--- config.mk ---
export PLATFORM = sky130hd
export DESIGN_NAME = mem_port_arbiter_2_1_flat
export DESIGN_NICKNAME = d
export VERILOG_FILES = /design/src/rtl/mem_port_arbiter_2_1_if.sv /design/src/rtl/mem_port_arbiter_2_1.sv /design/src/flat_wrapper.sv
export SDC_FILE = /design/constraint.sdc
export NUM_CORES = 1
export LEC_CHECK = 0
export ABC_AREA = 1
export ABC_CLOCK_PERIOD_IN_PS = 2300
export BUFFER_PORTS_ARGS = -buffer_cell sky130_fd_sc_hd__buf_2
export CAP_MARGIN = 20
export CELL_PAD_IN_SITES_DETAIL_PLACEMENT = 1
export CELL_PAD_IN_SITES_GLOBAL_PLACEMENT = 1
export CORE_MARGIN = 2
export CORE_UTILIZATION = 20
export CTS_BUF_LIST = sky130_fd_sc_hd__clkbuf_16
export CTS_CLUSTER_DIAMETER = 40
export DETAILED_ROUTE_END_ITERATION = 8
export GPL_TIMING_DRIVEN = 0
export PLACE_DENSITY_LB_ADDON = 0.1
export SETUP_SLACK_MARGIN = 0.5
export SLEW_MARGIN = 10
export SYNTH_ARGS = -nofsm -noshare
export SYNTH_HDL_FRONTEND = slang
export SYNTH_SLANG_ARGS = --single-unit
--- constraint.sdc ---
create_clock -name clk -period 2.3 [get_ports clk]
set_input_delay 0.345 -clock clk [delete_from_list [all_inputs] [get_ports clk]]
set_output_delay 0.345 -clock clk [all_outputs]
set_load 0.005 [all_outputs]
--- src/rtl/mem_port_arbiter_2_1_if.sv ---
// rtl/mem_port_arbiter_2_1_if.sv - requester/memory-port bundle for the 2:1 memory port arbiter
interface mem_port_arbiter_2_1_if #(
  parameter int WIDTH = 32
);
  logic             req0;
  logic [WIDTH-1:0] addr0;
  logic [WIDTH-1:0] wdata0;
  logic             we0;
  logic             req1;
  logic [WIDTH-1:0] addr1;
  logic [WIDTH-1:0] wdata1;
  logic             we1;
  logic             mem_ready;
  logic             gnt0;
  logic             gnt1;
  logic             done0;
  logic             done1;
  logic             sel;
  logic             mem_valid;
  logic [WIDTH-1:0] mem_addr;
  logic [WIDTH-1:0] mem_wdata;
  logic             mem_we;
  logic             err;

  modport slave (
    input  req0, addr0, wdata0, we0,
    input  req1, addr1, wdata1, we1,
    input  mem_ready,
    output gnt0, gnt1, done0, done1, sel, mem_valid,
    output mem_addr, mem_wdata, mem_we, err
  );

  modport master (
    output req0, addr0, wdata0, we0,
    output req1, addr1, wdata1, we1,
    output mem_ready,
    input  gnt0, gnt1, done0, done1, sel, mem_valid,
    input  mem_addr, mem_wdata, mem_we, err
  );
endinterface

--- src/rtl/mem_port_arbiter_2_1.sv ---
// rtl/mem_port_arbiter_2_1.sv - round-robin 2:1 memory port arbiter with transaction hold and watchdog
module mem_port_arbiter_2_1 #(
  parameter int WIDTH    = 32,
  parameter int MAX_WAIT = 15
) (
  input  logic                   clk,
  input  logic                   reset_n,
  mem_port_arbiter_2_1_if.slave  bus
);
  typedef enum logic [1:0] {IDLE = 2'd0, G0 = 2'd1, G1 = 2'd2} state_t;

  localparam logic [7:0] WAIT_LAST = 8'(MAX_WAIT - 1);

  state_t     state_q, state_d;
  logic       last_q, last_d;
  logic [7:0] cnt_q, cnt_d;
  logic       err_q, err_d;
  logic       gnt0_q, gnt1_q, sel_q, valid_q;
  logic       own_id, own_req;

  // lst names the requester served most recently; on contention the other one wins
  function automatic state_t pick(input logic r0, input logic r1, input logic lst);
    if (r0 && r1) return lst ? G0 : G1;
    else if (r0)  return G0;
    else if (r1)  return G1;
    else          return IDLE;
  endfunction

  assign own_id  = (state_q == G1);
  assign own_req = own_id ? bus.req1 : bus.req0;

  always_comb begin
    state_d = state_q;
    last_d  = last_q;
    cnt_d   = cnt_q;
    err_d   = err_q;
    case (state_q)
      IDLE: begin
        state_d = pick(bus.req0, bus.req1, last_q);
        cnt_d   = 8'd0;
      end
      G0, G1: begin
        // completion outranks both a dropped request and watchdog expiry
        if (bus.mem_ready) begin
          last_d  = own_id;
          state_d = pick(bus.req0, bus.req1, own_id);
          cnt_d   = 8'd0;
        end else if (!own_req) begin
          last_d  = own_id;
          state_d = IDLE;
          cnt_d   = 8'd0;
        end else if (cnt_q == WAIT_LAST) begin
          err_d   = 1'b1;
          last_d  = own_id;
          state_d = IDLE;
          cnt_d   = 8'd0;
        end else begin
          cnt_d   = cnt_q + 8'd1;
        end
      end
      default: begin
        state_d = IDLE;
        cnt_d   = 8'd0;
      end
    endcase
  end

  always_ff @(posedge clk or negedge reset_n) begin
    if (!reset_n) begin
      state_q <= IDLE;
      last_q  <= 1'b1;
      cnt_q   <= 8'd0;
      err_q   <= 1'b0;
      gnt0_q  <= 1'b0;
      gnt1_q  <= 1'b0;
      sel_q   <= 1'b0;
      valid_q <= 1'b0;
    end else begin
      state_q <= state_d;
      last_q  <= last_d;
      cnt_q   <= cnt_d;
      err_q   <= err_d;
      gnt0_q  <= (state_d == G0);
      gnt1_q  <= (state_d == G1);
      sel_q   <= (state_d == G1);
      valid_q <= (state_d == G0) || (state_d == G1);
    end
  end

  logic [WIDTH-1:0] addr_mux, wdata_mux;

  assign addr_mux  = sel_q ? bus.addr1  : bus.addr0;
  assign wdata_mux = sel_q ? bus.wdata1 : bus.wdata0;

  assign bus.gnt0      = gnt0_q;
  assign bus.gnt1      = gnt1_q;
  assign bus.sel       = sel_q;
  assign bus.mem_valid = valid_q;
  assign bus.done0     = bus.mem_ready & gnt0_q;
  assign bus.done1     = bus.mem_ready & gnt1_q;
  assign bus.mem_addr  = valid_q ? addr_mux  : '0;
  assign bus.mem_wdata = valid_q ? wdata_mux : '0;
  assign bus.mem_we    = valid_q & (sel_q ? bus.we1 : bus.we0);
  assign bus.err       = err_q;
endmodule

--- src/flat_wrapper.sv ---
// flat-port wrapper written by rule: the top's interface ports become plain ports
module mem_port_arbiter_2_1_flat 
#(
  parameter int WIDTH    = 32,
  parameter int MAX_WAIT = 15
)
  (clk, reset_n, bus_req0, bus_addr0, bus_wdata0, bus_we0, bus_req1, bus_addr1, bus_wdata1, bus_we1, bus_mem_ready, bus_gnt0, bus_gnt1, bus_done0, bus_done1, bus_sel, bus_mem_valid, bus_mem_addr, bus_mem_wdata, bus_mem_we, bus_err);
  mem_port_arbiter_2_1_if #(.WIDTH(WIDTH)) bus_i ();
  input  logic clk;
  input  logic reset_n;
  input wire logic [$bits(bus_i.req0)-1:0] bus_req0;
  input wire logic [$bits(bus_i.addr0)-1:0] bus_addr0;
  input wire logic [$bits(bus_i.wdata0)-1:0] bus_wdata0;
  input wire logic [$bits(bus_i.we0)-1:0] bus_we0;
  input wire logic [$bits(bus_i.req1)-1:0] bus_req1;
  input wire logic [$bits(bus_i.addr1)-1:0] bus_addr1;
  input wire logic [$bits(bus_i.wdata1)-1:0] bus_wdata1;
  input wire logic [$bits(bus_i.we1)-1:0] bus_we1;
  input wire logic [$bits(bus_i.mem_ready)-1:0] bus_mem_ready;
  output wire logic [$bits(bus_i.gnt0)-1:0] bus_gnt0;
  output wire logic [$bits(bus_i.gnt1)-1:0] bus_gnt1;
  output wire logic [$bits(bus_i.done0)-1:0] bus_done0;
  output wire logic [$bits(bus_i.done1)-1:0] bus_done1;
  output wire logic [$bits(bus_i.sel)-1:0] bus_sel;
  output wire logic [$bits(bus_i.mem_valid)-1:0] bus_mem_valid;
  output wire logic [$bits(bus_i.mem_addr)-1:0] bus_mem_addr;
  output wire logic [$bits(bus_i.mem_wdata)-1:0] bus_mem_wdata;
  output wire logic [$bits(bus_i.mem_we)-1:0] bus_mem_we;
  output wire logic [$bits(bus_i.err)-1:0] bus_err;
  assign bus_i.req0 = bus_req0;
  assign bus_i.addr0 = bus_addr0;
  assign bus_i.wdata0 = bus_wdata0;
  assign bus_i.we0 = bus_we0;
  assign bus_i.req1 = bus_req1;
  assign bus_i.addr1 = bus_addr1;
  assign bus_i.wdata1 = bus_wdata1;
  assign bus_i.we1 = bus_we1;
  assign bus_i.mem_ready = bus_mem_ready;
  assign bus_gnt0 = bus_i.gnt0;
  assign bus_gnt1 = bus_i.gnt1;
  assign bus_done0 = bus_i.done0;
  assign bus_done1 = bus_i.done1;
  assign bus_sel = bus_i.sel;
  assign bus_mem_valid = bus_i.mem_valid;
  assign bus_mem_addr = bus_i.mem_addr;
  assign bus_mem_wdata = bus_i.mem_wdata;
  assign bus_mem_we = bus_i.mem_we;
  assign bus_err = bus_i.err;
  mem_port_arbiter_2_1 #(.WIDTH(WIDTH), .MAX_WAIT(MAX_WAIT)) u_core (.clk(clk), .reset_n(reset_n), .bus(bus_i));
endmodule
Yosys cells after proc, flatten, opt, wreduce, memory -nomap -nowiden
Cells that the tools add are included.
W data, S select, Z words.
- bits in registers: 15
- RAM bits: 0
- ROM bits: 0
- output and inout bits: 72
- bits of input ports: 135
- word-level logic and storage cells: 47
- bits in latches: 0
- memories kept: 0
- multipliers: 0
- shifts and indexed selects: 0
- muxes and demuxes: 23
- reduce and logical (&&, ||, !) cells: 6
- bitwise gates (word level): 4
- $add $sub $neg: 1
- equal/unequal tests: 6
- divide/modulo/power cells: 0
- magnitude comparators: 0
- operators with widths (kind ; count):
    $mux W32 ; 4
    $mux W8 ; 4
    $mux W2 ; 9
    $add A8 B1 Y8 const B ; 1
    $eq A8 B4 Y1 const B ; 1
    $mux W1 ; 5
    $eq A2 B1 Y1 const B ; 2
    $eq A2 B2 Y1 const B ; 2
    $pmux W2 S2 ; 1
    $reduce_and A4 Y1 ; 1
    $and A1 B1 Y1 ; 3
    $ne A3 B3 Y1 const B ; 1
    $logic_not A2 Y1 ; 1
    $reduce_and A2 Y1 ; 1
    $reduce_or A2 Y1 ; 1
    $logic_and A1 B1 Y1 ; 1
    $logic_or A1 B1 Y1 ; 1
    $not A1 Y1 ; 1

Longest topological paths before layout
Gate-level depths: netlist of run 1.
- depth after elaboration: 7
- gate-level depth with buffers: 11
- mapped depth without buffers: 11

Least setup slack after synthesis of run 1
Ideal clock, no wire load.
- path type: register to register
- from: register u_core.state_q[1]
- to: register u_core.valid_q, in the netlist u_core.bus.mem_valid
- path buffers: 0
- path slack: 0.690 ns
- library setup time: 0.063 ns
- required time: 2.237 ns
- clock period less this slack: 1.610 ns
- stages on the path, launching flop included: 9
- arrival: 1.547 ns
- cells stage by stage: dfrtp_1 -> inv_1 -> ha_1 -> nand2_1 -> nor2_8 -> nand3_1 -> a21oi_1 -> ha_1 -> inv_1
- word-level cells in the longest chain between the ends: 7
- elaborated cells on any way between the ends: 14
- classes of those cells: eq/ne (4); mux (7); reduce/logical (3)
- RTL lines (item ; line ; source):
    from (decl) ; mem_port_arbiter_2_1.sv:14 ; state_t state_q, state_d;
    from (signal assigned) ; mem_port_arbiter_2_1.sv:79 ; state_q <= state_d;
    $eq A2 B2 Y1 ; mem_port_arbiter_2_1.sv:29, mem_port_arbiter_2_1.sv:37 ;
    $mux W1 / $mux W2 (equally long branches) ; mem_port_arbiter_2_1.sv:30, mem_port_arbiter_2_1.sv:23 ;
    $mux W2, on equally long branches ; mem_port_arbiter_2_1.sv:48, mem_port_arbiter_2_1.sv:23 ;
    $mux W2 ; mem_port_arbiter_2_1.sv:44 ; if (bus.mem_ready) begin
    $pmux W2 S2 * ; mem_port_arbiter_2_1.sv:37 ; case (state_q)
    named net u_core.state_d[1] ; mem_port_arbiter_2_1.sv:14 ;
    $eq A2 B1 Y1 / $eq A2 B2 Y1 (equally long branches) ; mem_port_arbiter_2_1.sv:86 ; valid_q <= (state_d == G0) || (state_d == G1);
    $logic_or A1 B1 Y1 * ; mem_port_arbiter_2_1.sv:86 ;
    to (signal assigned) ; mem_port_arbiter_2_1.sv:86 ;
    to (decl) ; mem_port_arbiter_2_1.sv:18 ; logic gnt0_q, gnt1_q, sel_q, valid_q;
The timed path passes the listed nets; every way through them passes the cells marked *.
A chain may end at the register's enable or synchronous reset.

==> results of run 1 <==
-- through the flow --
step                cells  power (mW)  util (%)  area [sq um]  hold slack [ns]
global route          658       3.905     39.69          3632          0.02611
floorplan             323       1.592         -          1872          0.04941
global placement      640       2.522     33.23          3042           0.2747
finish                658       3.540     39.69          3632         0.002075
detailed placement    640       2.556     33.23          3042           0.2767
CTS                   648       3.007     34.79          3184          0.01448
-- cells in the mapped netlist, drive strengths merged --
library cell / count / share of area (%)
inv: 18 / 3.6
nand3: 9 / 2.7
clkbuf: 11 / 2.3
o21ai: 65 / 17
xor2: 2 / 0.94
nor3b: 3 / 2.0
o21bai: 2 / 0.80
buf: 11 / 5.7
dfrtp: 14 / 19
a21oi: 3 / 0.80
nor2: 144 / 31
dfstp: 1 / 1.4
nand2: 33 / 7.7
ha: 7 / 4.7
-- worst register-to-register path: cells and delay by family (launching register included) --
family	cells	cell delay, ns
simple gates	6	0.52
flops	1	0.40
fa+ha+maj	2	0.44
buf+inv	3	0.18
-- flip-flops by register name, summed over array words and instances (netlist names) --
name / count
u_core.cnt_q: 8
u_core.state_q: 2
u_core.bus.err: 1
u_core.bus.gnt0: 1
u_core.bus.gnt1: 1
u_core.bus.mem_valid: 1
u_core.last_q: 1
-- final timing paths --
path / startpoint / endpoint / slack [ns] / cells after the start
max reg2reg: u_core.state_q[0]$_DFF_PN0_ / u_core.bus.mem_valid$_DFF_PN0_ / 0.64 / 11
max: u_core.bus.gnt1$_DFF_PN0_ / bus_mem_wdata[25] / 0.51 / 7
min reg2reg: u_core.last_q$_DFFE_PN1P_ / u_core.last_q$_DFFE_PN1P_ / 0.47 / 2
min: reset_n / u_core.bus.gnt0$_DFF_PN0_ / 0.002 / 1
max in group asynchronous: reset_n / u_core.last_q$_DFFE_PN1P_ / 2.00 / 1
min in group clk: bus_req1 / u_core.state_q[1]$_DFF_PN0_ / 0.46 / 3
-- power breakdown --
group          switching [mW]  internal, mW
logic                    1.49          1.33
registers              0.0605         0.328
clock network           0.101         0.230
-- metal layers --
metal  GRT usage [%]  vias up  wire length, um
li1                -     1467                -
met1           19.21     1346             3740
met2           34.10      110             5246
met3           1.942       15              578
met4           4.110        0              198
met5               0        -                0
-- cell families (layout without fill, tap and decap cells) --
| family | count (synthesis) | in the layout | synth area share [%] |
|---|---|---|---|
| flip-flops | 15 | 15 | 20.12 |
| buffers and inverters | 40 | 264 | 11.70 |
| XOR/XNOR | 2 | 2 | 0.9360 |
| AO/OA/AOI/OAI | 70 | 70 | 18.98 |
| AND/OR/NAND/NOR | 189 | 189 | 43.58 |
| adder cells (fa/ha/maj) | 7 | 7 | 4.679 |
-- area by class of cell --
type / instances / area [sq um] / share of cell area (%)
Buffer: 22 / 222.7 / 6.132
Clock buffer: 3 / 75.07 / 2.067
Clock inverter: 1 / 3.754 / 0.1033
Inverter: 18 / 72.57 / 1.998
Multi-Input combinational cell: 268 / 1508 / 41.51
Sequential cell: 15 / 379.1 / 10.44
Tap cell: 111 / 138.9 / 3.824
Timing Repair Buffer: 220 / 1232 / 33.93
-- what timing repair did --
item | in CTS | in global routing
pin swaps | 1 | 51
endpoints found under the hold margin | 0 | 0
gates cloned | 1 | 6
setup buffers | 3 | 4
hold buffers | 0 | 0
gates resized for setup | 14 | 109
endpoints found under the setup margin | 61 | 64
==> flow_summary.html, run 1 <==
<table>
<tr><th>Metric</th><th>Value</th></tr>
<tr><th colspan="2">Run status</th></tr>
<tr><td>Result of the run</td><td>complete, no violations</td></tr>
<tr><th colspan="2">STA</th></tr>
<tr><td>Worst-margin pin slew</td><td>0.3437 ns</td></tr>
<tr><td>Final critical-path share of the clock period</td><td>77.91%</td></tr>
<tr><td>Final setup vio count</td><td>0</td></tr>
<tr><td>Slack of the critical path</td><td>just over 0.5 ns</td></tr>
<tr><td>Setup TNS after final layout</td><td>0 ns</td></tr>
<tr><td>Setup repair after global routing missed its margin</td><td>true</td></tr>
<tr><td>Number of hold-slack violations in the final timing report</td><td>0</td></tr>
<tr><td>Min cycle time layout</td><td>1.792 ns</td></tr>
<tr><td>Highest attainable clock frequency</td><td>558.1 MHz</td></tr>
<tr><td>Worst clock skew</td><td>approximately 0.00074 ns</td></tr>
<tr><td>Slew HR</td><td>77.09%</td></tr>
<tr><td>Number of slew-limit violations in the final report</td><td>0</td></tr>
<tr><th colspan="2">GRT</th></tr>
<tr><td>Number of global-route vias before repair</td><td>about 2,800</td></tr>
<tr><td>GR Util All Layers</td><td>17.19%</td></tr>
<tr><td>Wire length of the first global-routing pass</td><td>13.99 mm</td></tr>
<tr><td>Largest net degree at the start of global routing</td><td>16</td></tr>
<tr><td>Sum of overflow across all layers after global routing</td><td>0</td></tr>
<tr><td>Antenna violations before repair</td><td>0</td></tr>
<tr><th colspan="2">Place</th></tr>
<tr><td>Port-buffer cells</td><td>approximately 200</td></tr>
<tr><td>Final weighted congestion in routability-driven placement</td><td>0.7503</td></tr>
<tr><td>Worst Setup Slack post-DPL</td><td>slightly above 0.4 ns</td></tr>
<tr><td>Half-perimeter wire length after detailed placement</td><td>between 7 and 8 mm</td></tr>
<tr><th colspan="2">Floorplanning</th></tr>
<tr><td>Die width</td><td>between 100 and 150 um</td></tr>
<tr><td>Count of boundary I/O pins</td><td>about 210</td></tr>
<tr><td>Cell row count</td><td>35</td></tr>
<tr><td>Area of the die</td><td>10,150 sq um</td></tr>
<tr><td>Initial Utilization</td><td>between 20 and 25%</td></tr>
<tr><td>DIE HEIGHT</td><td>between 100 and 150 um</td></tr>
<tr><td>Core region area</td><td>9153 sq um</td></tr>
<tr><th colspan="2">Worst hold path</th></tr>
<tr><td>Hold/Removal Path Class</td><td>in2async</td></tr>
<tr><th colspan="2">Detailed routing</th></tr>
<tr><td>Drc violations</td><td>0</td></tr>
<tr><td>Wirelength per Cell</td><td>around 15 um</td></tr>
<tr><td>Initial drt markers</td><td>54</td></tr>
<tr><td>DR pass1 iterations</td><td>4</td></tr>
<tr><td>Final Routed Wirelength</td><td>slightly below 10 mm</td></tr>
<tr><td>Antenna violation net count after detailed routing</td><td>0</td></tr>
<tr><td>Ratio of routed vias to standard cells</td><td>4.465</td></tr>
<tr><td>Total via count in the routed design</td><td>slightly below 3,000</td></tr>
<tr><th colspan="2">Setup path</th></tr>
<tr><td>Slowest library cell on the worst path</td><td>dfrtp_2</td></tr>
<tr><td>Nature of the critical path startpoint</td><td>flop</td></tr>
<tr><td>Sequence of cells on the critical path</td><td>buf_6 &gt; inv_6 &gt; buf_12 &gt; clkbuf_16 &gt; nor2_2 &gt; nor2_1 &gt; buf_2</td></tr>
<tr><td>Count of buffering cells on the critical path with inverters included</td><td>5</td></tr>
<tr><td>Critical path arrival</td><td>1.45 ns</td></tr>
<tr><td>Required @ worst endpoint</td><td>approximately 2.0 ns</td></tr>
<tr><td>CP Max Fanout</td><td>8</td></tr>
<tr><td>Top delay family on crit path</td><td>buffers and inverters</td></tr>
<tr><td>Worst setup path category</td><td>reg2out</td></tr>
<tr><td>Crit end category</td><td>primary output</td></tr>
<tr><td>Largest stage delay on the critical path</td><td>about 0.44 ns</td></tr>
<tr><th colspan="2">CTS</th></tr>
<tr><td>Clock tree sinks</td><td>15</td></tr>
<tr><td>Cell chosen for the clock root</td><td>clkbuf_16</td></tr>
<tr><td>Level count of the clock H-tree</td><td>1</td></tr>
<tr><td>Number of CTS-inserted buffers</td><td>3</td></tr>
<tr><td>Number of buffers on the longest clock path</td><td>2</td></tr>
<tr><td>CTS tree</td><td>done</td></tr>
<tr><td>Worst-skew pair later-pin latency</td><td>0.24 ns</td></tr>
<tr><td>CTS clock-pin slew for the worst setup and hold paths</td><td>about 0.050 ns</td></tr>
<tr><th colspan="2">Synthesis</th></tr>
<tr><td>Synthesized instance count</td><td>323</td></tr>
<tr><td>Number of distinct standard cells referenced by the synthesized netlist</td><td>24</td></tr>
<tr><td>Post-synthesis register bit count</td><td>15</td></tr>
<tr><td>Net count after synthesis</td><td>465</td></tr>
<tr><td>Sequential share of the synthesized area</td><td>about a fifth</td></tr>
<tr><td>Mean post-synth cell area</td><td>5.795 sq um</td></tr>
<tr><td>Area of the mapped netlist</td><td>between 1500 and 2000 sq um</td></tr>
<tr><td>Ys Warns</td><td>0</td></tr>
<tr><th colspan="2">Final layout</th></tr>
<tr><td>Net count reported at finish</td><td>~700</td></tr>
<tr><td>Commonest cells after routing, fill and taps aside</td><td>buf_2, nor2_1, o21ai_0</td></tr>
<tr><td>Count of antenna diodes in the layout</td><td>0</td></tr>
<tr><td>Fillers</td><td>about 1,300</td></tr>
<tr><td>Layout cells sized above 1</td><td>between 50% and 60%</td></tr>
<tr><td>Most common cell after layout, fill and taps aside</td><td>buf_2</td></tr>
<tr><td>Area Growth Syn to Fin</td><td>94.05%</td></tr>
<tr><th colspan="2">Power and ir drop</th></tr>
<tr><td>P per Cell Area</td><td>roughly 970 nW/um^2</td></tr>
<tr><td>Max VDD drop</td><td>0.3947 mV</td></tr>
<tr><td>Leakage dissipation</td><td>~2.0 nW</td></tr>
<tr><th colspan="2">Job</th></tr>
<tr><td>Max-cap violations</td><td>0</td></tr>
</table>
No activity file was read; power rests on OpenSTA's default activity.
==> inputs of run 2 (changes only) <==
--- a/config.mk
+++ b/config.mk
@@ -6,13 +6,13 @@
 export NUM_CORES = 1
 export LEC_CHECK = 0
 export ABC_AREA = 1
-export ABC_CLOCK_PERIOD_IN_PS = 2300
+export ABC_CLOCK_PERIOD_IN_PS = 1600
 export BUFFER_PORTS_ARGS = -buffer_cell sky130_fd_sc_hd__buf_2
 export CAP_MARGIN = 20
 export CELL_PAD_IN_SITES_DETAIL_PLACEMENT = 1
 export CELL_PAD_IN_SITES_GLOBAL_PLACEMENT = 1
 export CORE_MARGIN = 2
-export CORE_UTILIZATION = 20
+export CORE_UTILIZATION = 18
 export CTS_BUF_LIST = sky130_fd_sc_hd__clkbuf_16
 export CTS_CLUSTER_DIAMETER = 40
 export DETAILED_ROUTE_END_ITERATION = 8
==> constraint.sdc (replaced) <==
create_clock -name clk -period 1.6 [get_ports clk]
set_input_delay 0.24 -clock clk [delete_from_list [all_inputs] [get_ports clk]]
set_output_delay 0.24 -clock clk [all_outputs]
set_load 0.005 [all_outputs]
==> flow_summary.html, run 2 (synthesis results as in run 1) <==
<table>
<tr><th>Metric</th><th>Value</th></tr>
<tr><th colspan="2">STA</th></tr>
<tr><td>Highest attainable clock frequency</td><td>roughly 600 MHz</td></tr>
<tr><td>Setup repair after global routing missed its margin</td><td>true (unchanged)</td></tr>
<tr><td>Worst-margin pin slew</td><td>0.3509 ns (was 0.3437 ns)</td></tr>
<tr><td>Number of slew-limit violations in the final report</td><td>0 (unchanged)</td></tr>
<tr><td>Slack of the critical path</td><td>-0.1144 ns (was 0.5081 ns)</td></tr>
<tr><td>Setup TNS after final layout</td><td>-3.330 ns (was 0 ns)</td></tr>
<tr><td>Final setup vio count</td><td>63 (was 0)</td></tr>
<tr><td>Number of hold-slack violations in the final timing report</td><td>0 (unchanged)</td></tr>
<tr><td>Min cycle time layout</td><td>around 1.7 ns</td></tr>
<tr><td>Worst clock skew</td><td>0.001362 ns (was 0.0007437 ns)</td></tr>
<tr><td>Slew HR</td><td>76.60% (was 77.09%)</td></tr>
<tr><td>Final critical-path share of the clock period</td><td>107.2%</td></tr>
<tr><td>Hold_ws</td><td>0.3462 ns (was 0.002075 ns)</td></tr>
<tr><th colspan="2">Place</th></tr>
<tr><td>Half-perimeter wire length after detailed placement</td><td>7.561 mm (was 7.598 mm)</td></tr>
<tr><td>Worst Setup Slack post-DPL</td><td>-0.05662 ns (was 0.4047 ns)</td></tr>
<tr><td>Inst Count DP</td><td>665 (was 640)</td></tr>
<tr><td>Standard cell area after detailed placement</td><td>3126 sq um (was 3042 sq um)</td></tr>
<tr><td>Port-buffer cells</td><td>206 (unchanged)</td></tr>
<tr><td>Final weighted congestion in routability-driven placement</td><td>0.7843 (was 0.7503)</td></tr>
<tr><th colspan="2">GRT</th></tr>
<tr><td>Antenna violations before repair</td><td>1 (was 0)</td></tr>
<tr><td>Sum of overflow across all layers after global routing</td><td>0 (unchanged)</td></tr>
<tr><td>Number of global-route vias before repair</td><td>3,002 (was 2,831)</td></tr>
<tr><td>GR Util All Layers</td><td>17.11% (was 17.19%)</td></tr>
<tr><td>Wire length of the first global-routing pass</td><td>15.59 mm (was 13.99 mm)</td></tr>
<tr><td>Largest net degree at the start of global routing</td><td>16 (unchanged)</td></tr>
<tr><th colspan="2">Power and ir drop</th></tr>
<tr><td>Combinational cell fraction of total power</td><td>82.7% (was 79.7%)</td></tr>
<tr><td>Fraction of power consumed by sequential logic</td><td>9.1% (was 11.0%)</td></tr>
<tr><td>Overall Power</td><td>5.876 mW (was 3.540 mW)</td></tr>
<tr><td>Switching power of the nets</td><td>2.647 mW (was 1.649 mW)</td></tr>
<tr><td>Leakage dissipation</td><td>2.122 nW (was 1.984 nW)</td></tr>
<tr><td>Int Power</td><td>3.229 mW (was 1.891 mW)</td></tr>
<tr><td>Max VDD drop</td><td>0.7943 mV (was 0.3947 mV)</td></tr>
<tr><td>Net switching fraction of the power</td><td>45.04% (was 46.57%)</td></tr>
<tr><td>Clock group share of total power</td><td>8.2% (was 9.3%)</td></tr>
<tr><td>P per Cell Area</td><td>1447 nW/um^2 (was 974.7 nW/um^2)</td></tr>
<tr><th colspan="2">Setup path</th></tr>
<tr><td>Worst setup path category</td><td>reg2out (unchanged)</td></tr>
<tr><td>Nature of the critical path startpoint</td><td>flop (unchanged)</td></tr>
<tr><td>Required @ worst endpoint</td><td>1.36 ns (was 1.96 ns)</td></tr>
<tr><td>Critical path arrival</td><td>1.47 ns (was 1.45 ns)</td></tr>
<tr><td>Crit end category</td><td>primary output (unchanged)</td></tr>
<tr><td>CP Max Fanout</td><td>5 (was 8)</td></tr>
<tr><th colspan="2">Final layout</th></tr>
<tr><td>Most flops, register</td><td>u_core.cnt_q (unchanged)</td></tr>
<tr><td>Layout cells sized above 1</td><td>65.26% (was 58.14%)</td></tr>
<tr><td>Most common cell after layout, fill and taps aside</td><td>buf_2 (unchanged)</td></tr>
<tr><td>Finished Layout Cells</td><td>703 (was 658)</td></tr>
<tr><td>Number of flip-flops under the largest register name</td><td>8 (unchanged)</td></tr>
<tr><td>Net count reported at finish</td><td>710 (was 690)</td></tr>
<tr><td>Count of antenna diodes in the layout</td><td>0 (unchanged)</td></tr>
<tr><td>Registers with the most flip-flops</td><td>u_core.cnt_q (8), u_core.state_q (2) (unchanged)</td></tr>
<tr><td>Area of all placed cells without fillers</td><td>4060 sq um (was 3632 sq um)</td></tr>
<tr><td>Core occupancy in the finished layout</td><td>39.68% (was 39.69%)</td></tr>
<tr><td>Area Growth Syn to Fin</td><td>116.9% (was 94.05%)</td></tr>
<tr><td>Commonest cells after routing, fill and taps aside</td><td>buf_2, nor2_1, nor2_2 (was buf_2, nor2_1, o21ai_0)</td></tr>
<tr><th colspan="2">Detailed routing</th></tr>
<tr><td>DR pass1 iterations</td><td>4 (unchanged)</td></tr>
<tr><td>Final Routed Wirelength</td><td>10.38 mm (was 9.764 mm)</td></tr>
<tr><td>Ratio of routed vias to standard cells</td><td>4.279 (was 4.465)</td></tr>
<tr><td>Wirelength per Cell</td><td>14.77 um (was 14.84 um)</td></tr>
<tr><td>Drc violations</td><td>0 (unchanged)</td></tr>
<tr><td>Antenna violation net count after detailed routing</td><td>0 (unchanged)</td></tr>
<tr><td>Total via count in the routed design</td><td>3,008 (was 2,938)</td></tr>
<tr><td>Initial drt markers</td><td>122 (was 54)</td></tr>
<tr><th colspan="2">Floorplanning</th></tr>
<tr><td>Count of boundary I/O pins</td><td>207 (unchanged)</td></tr>
<tr><td>DIE HEIGHT</td><td>106.0 um (was 100.7 um)</td></tr>
<tr><td>Die width</td><td>106.0 um (was 100.7 um)</td></tr>
<tr><td>Initial Utilization</td><td>18.30% (was 20.45%)</td></tr>
<tr><td>Cell row count</td><td>37 (was 35)</td></tr>
<tr><td>Core region area</td><td>10,230 sq um (was 9153 sq um)</td></tr>
<tr><td>Area of the die</td><td>11,230 sq um (was 10,150 sq um)</td></tr>
<tr><th colspan="2">CTS</th></tr>
<tr><td>Clock tree sinks</td><td>15 (unchanged)</td></tr>
<tr><td>CTS clock-pin slew for the worst setup and hold paths</td><td>0.05 ns (about the same)</td></tr>
<tr><td>CTS tree</td><td>done (unchanged)</td></tr>
<tr><td>Cell chosen for the clock root</td><td>clkbuf_16 (unchanged)</td></tr>
<tr><td>Number of buffers on the longest clock path</td><td>2 (unchanged)</td></tr>
<tr><td>Worst-skew pair later-pin latency</td><td>0.24 ns (about the same)</td></tr>
<tr><td>Number of CTS-inserted buffers</td><td>3 (unchanged)</td></tr>
<tr><td>Level count of the clock H-tree</td><td>1 (unchanged)</td></tr>
<tr><th colspan="2">Worst hold path</th></tr>
<tr><td>Hold/Removal Path Class</td><td>in2reg (was in2async)</td></tr>
<tr><th colspan="2">Job</th></tr>
<tr><td>Max-cap violations</td><td>0 (unchanged)</td></tr>
<tr><th colspan="2">Run status</th></tr>
<tr><td>Result of the run</td><td>finished with violations (was complete, no violations)</td></tr>
<tr><td>Violated checks</td><td>setup timing</td></tr>
</table>
-- run 2: area by class of cell --
| class | count | area (sq um) |
|---|---|---|
| inverter | 18 | 72.57 |
| clock inverter | 1 | 3.754 |
| fill | 1331 | 6171 |
| clock buffer | 3 | 75.07 |
| tap | 136 | 170.2 |
| buffer | 22 | 271.5 |
| timing repair buffer | 240 | 1425 |
| sequential | 15 | 379.1 |
| multi-input combinational | 268 | 1663 |
-- run 2: power groups by stage --
stage | Clock, mW | Sequential, mW | Combinational, mW
2_1_floorplan | 0 | 0.549 | 1.90
3_3_place_gp | 0 | 0.569 | 3.21
6_report | 0.480 | 0.535 | 4.86
3_5_place_dp | 0 | 0.572 | 3.24
4_1_cts | 0.500 | 0.535 | 4.40
5_1_grt | 0.517 | 0.545 | 5.35
-- run 2: final timing paths --
kind / from / endpoint / slack, ns / depth (start not counted)
hold / removal: bus_req1 / u_core.state_q[1]$_DFF_PN0_ / 0.35 / 3
setup / recovery: u_core.bus.gnt1$_DFF_PN0_ / bus_mem_addr[1] / -0.11 / 8
setup reg to reg: u_core.state_q[0]$_DFF_PN0_ / u_core.bus.mem_valid$_DFF_PN0_ / 0 / 11
hold reg to reg: u_core.last_q$_DFFE_PN1P_ / u_core.last_q$_DFFE_PN1P_ / 0.47 / 2
max in group asynchronous: reset_n / u_core.last_q$_DFFE_PN1P_ / 0.87 / 2
min in group asynchronous: reset_n / u_core.bus.gnt0$_DFF_PN0_ / 0.44 / 2
-- run 2: routing by layer --
layer	vias to the layer above	global-route usage [%]	wire [um]
li1	1514	-	-
met3	6	2.636	537
met4	2	1.974	28
met2	88	34.24	6014
met5	-	0	13
met1	1398	19.40	3787
-- run 2: what timing repair did --
item,4_1_cts,5_1_grt
pin swaps,12,30
hold endpoints to repair,14,0
gates resized for setup,126,75
cloned,7,1
setup endpoints to repair,83,84
setup buffers,21,4
hold buffers,1,0
-- run 2: critical path, cell delays in order, from the launching register on --
cell	delay, ns
dfrtp_2	0.41
buf_8	0.13
inv_6	0.05
buf_12	0.10
buf_12	0.12
clkbuf_16	0.14
nor2_2	0.03
nor2_1	0.10
buf_2	0.13
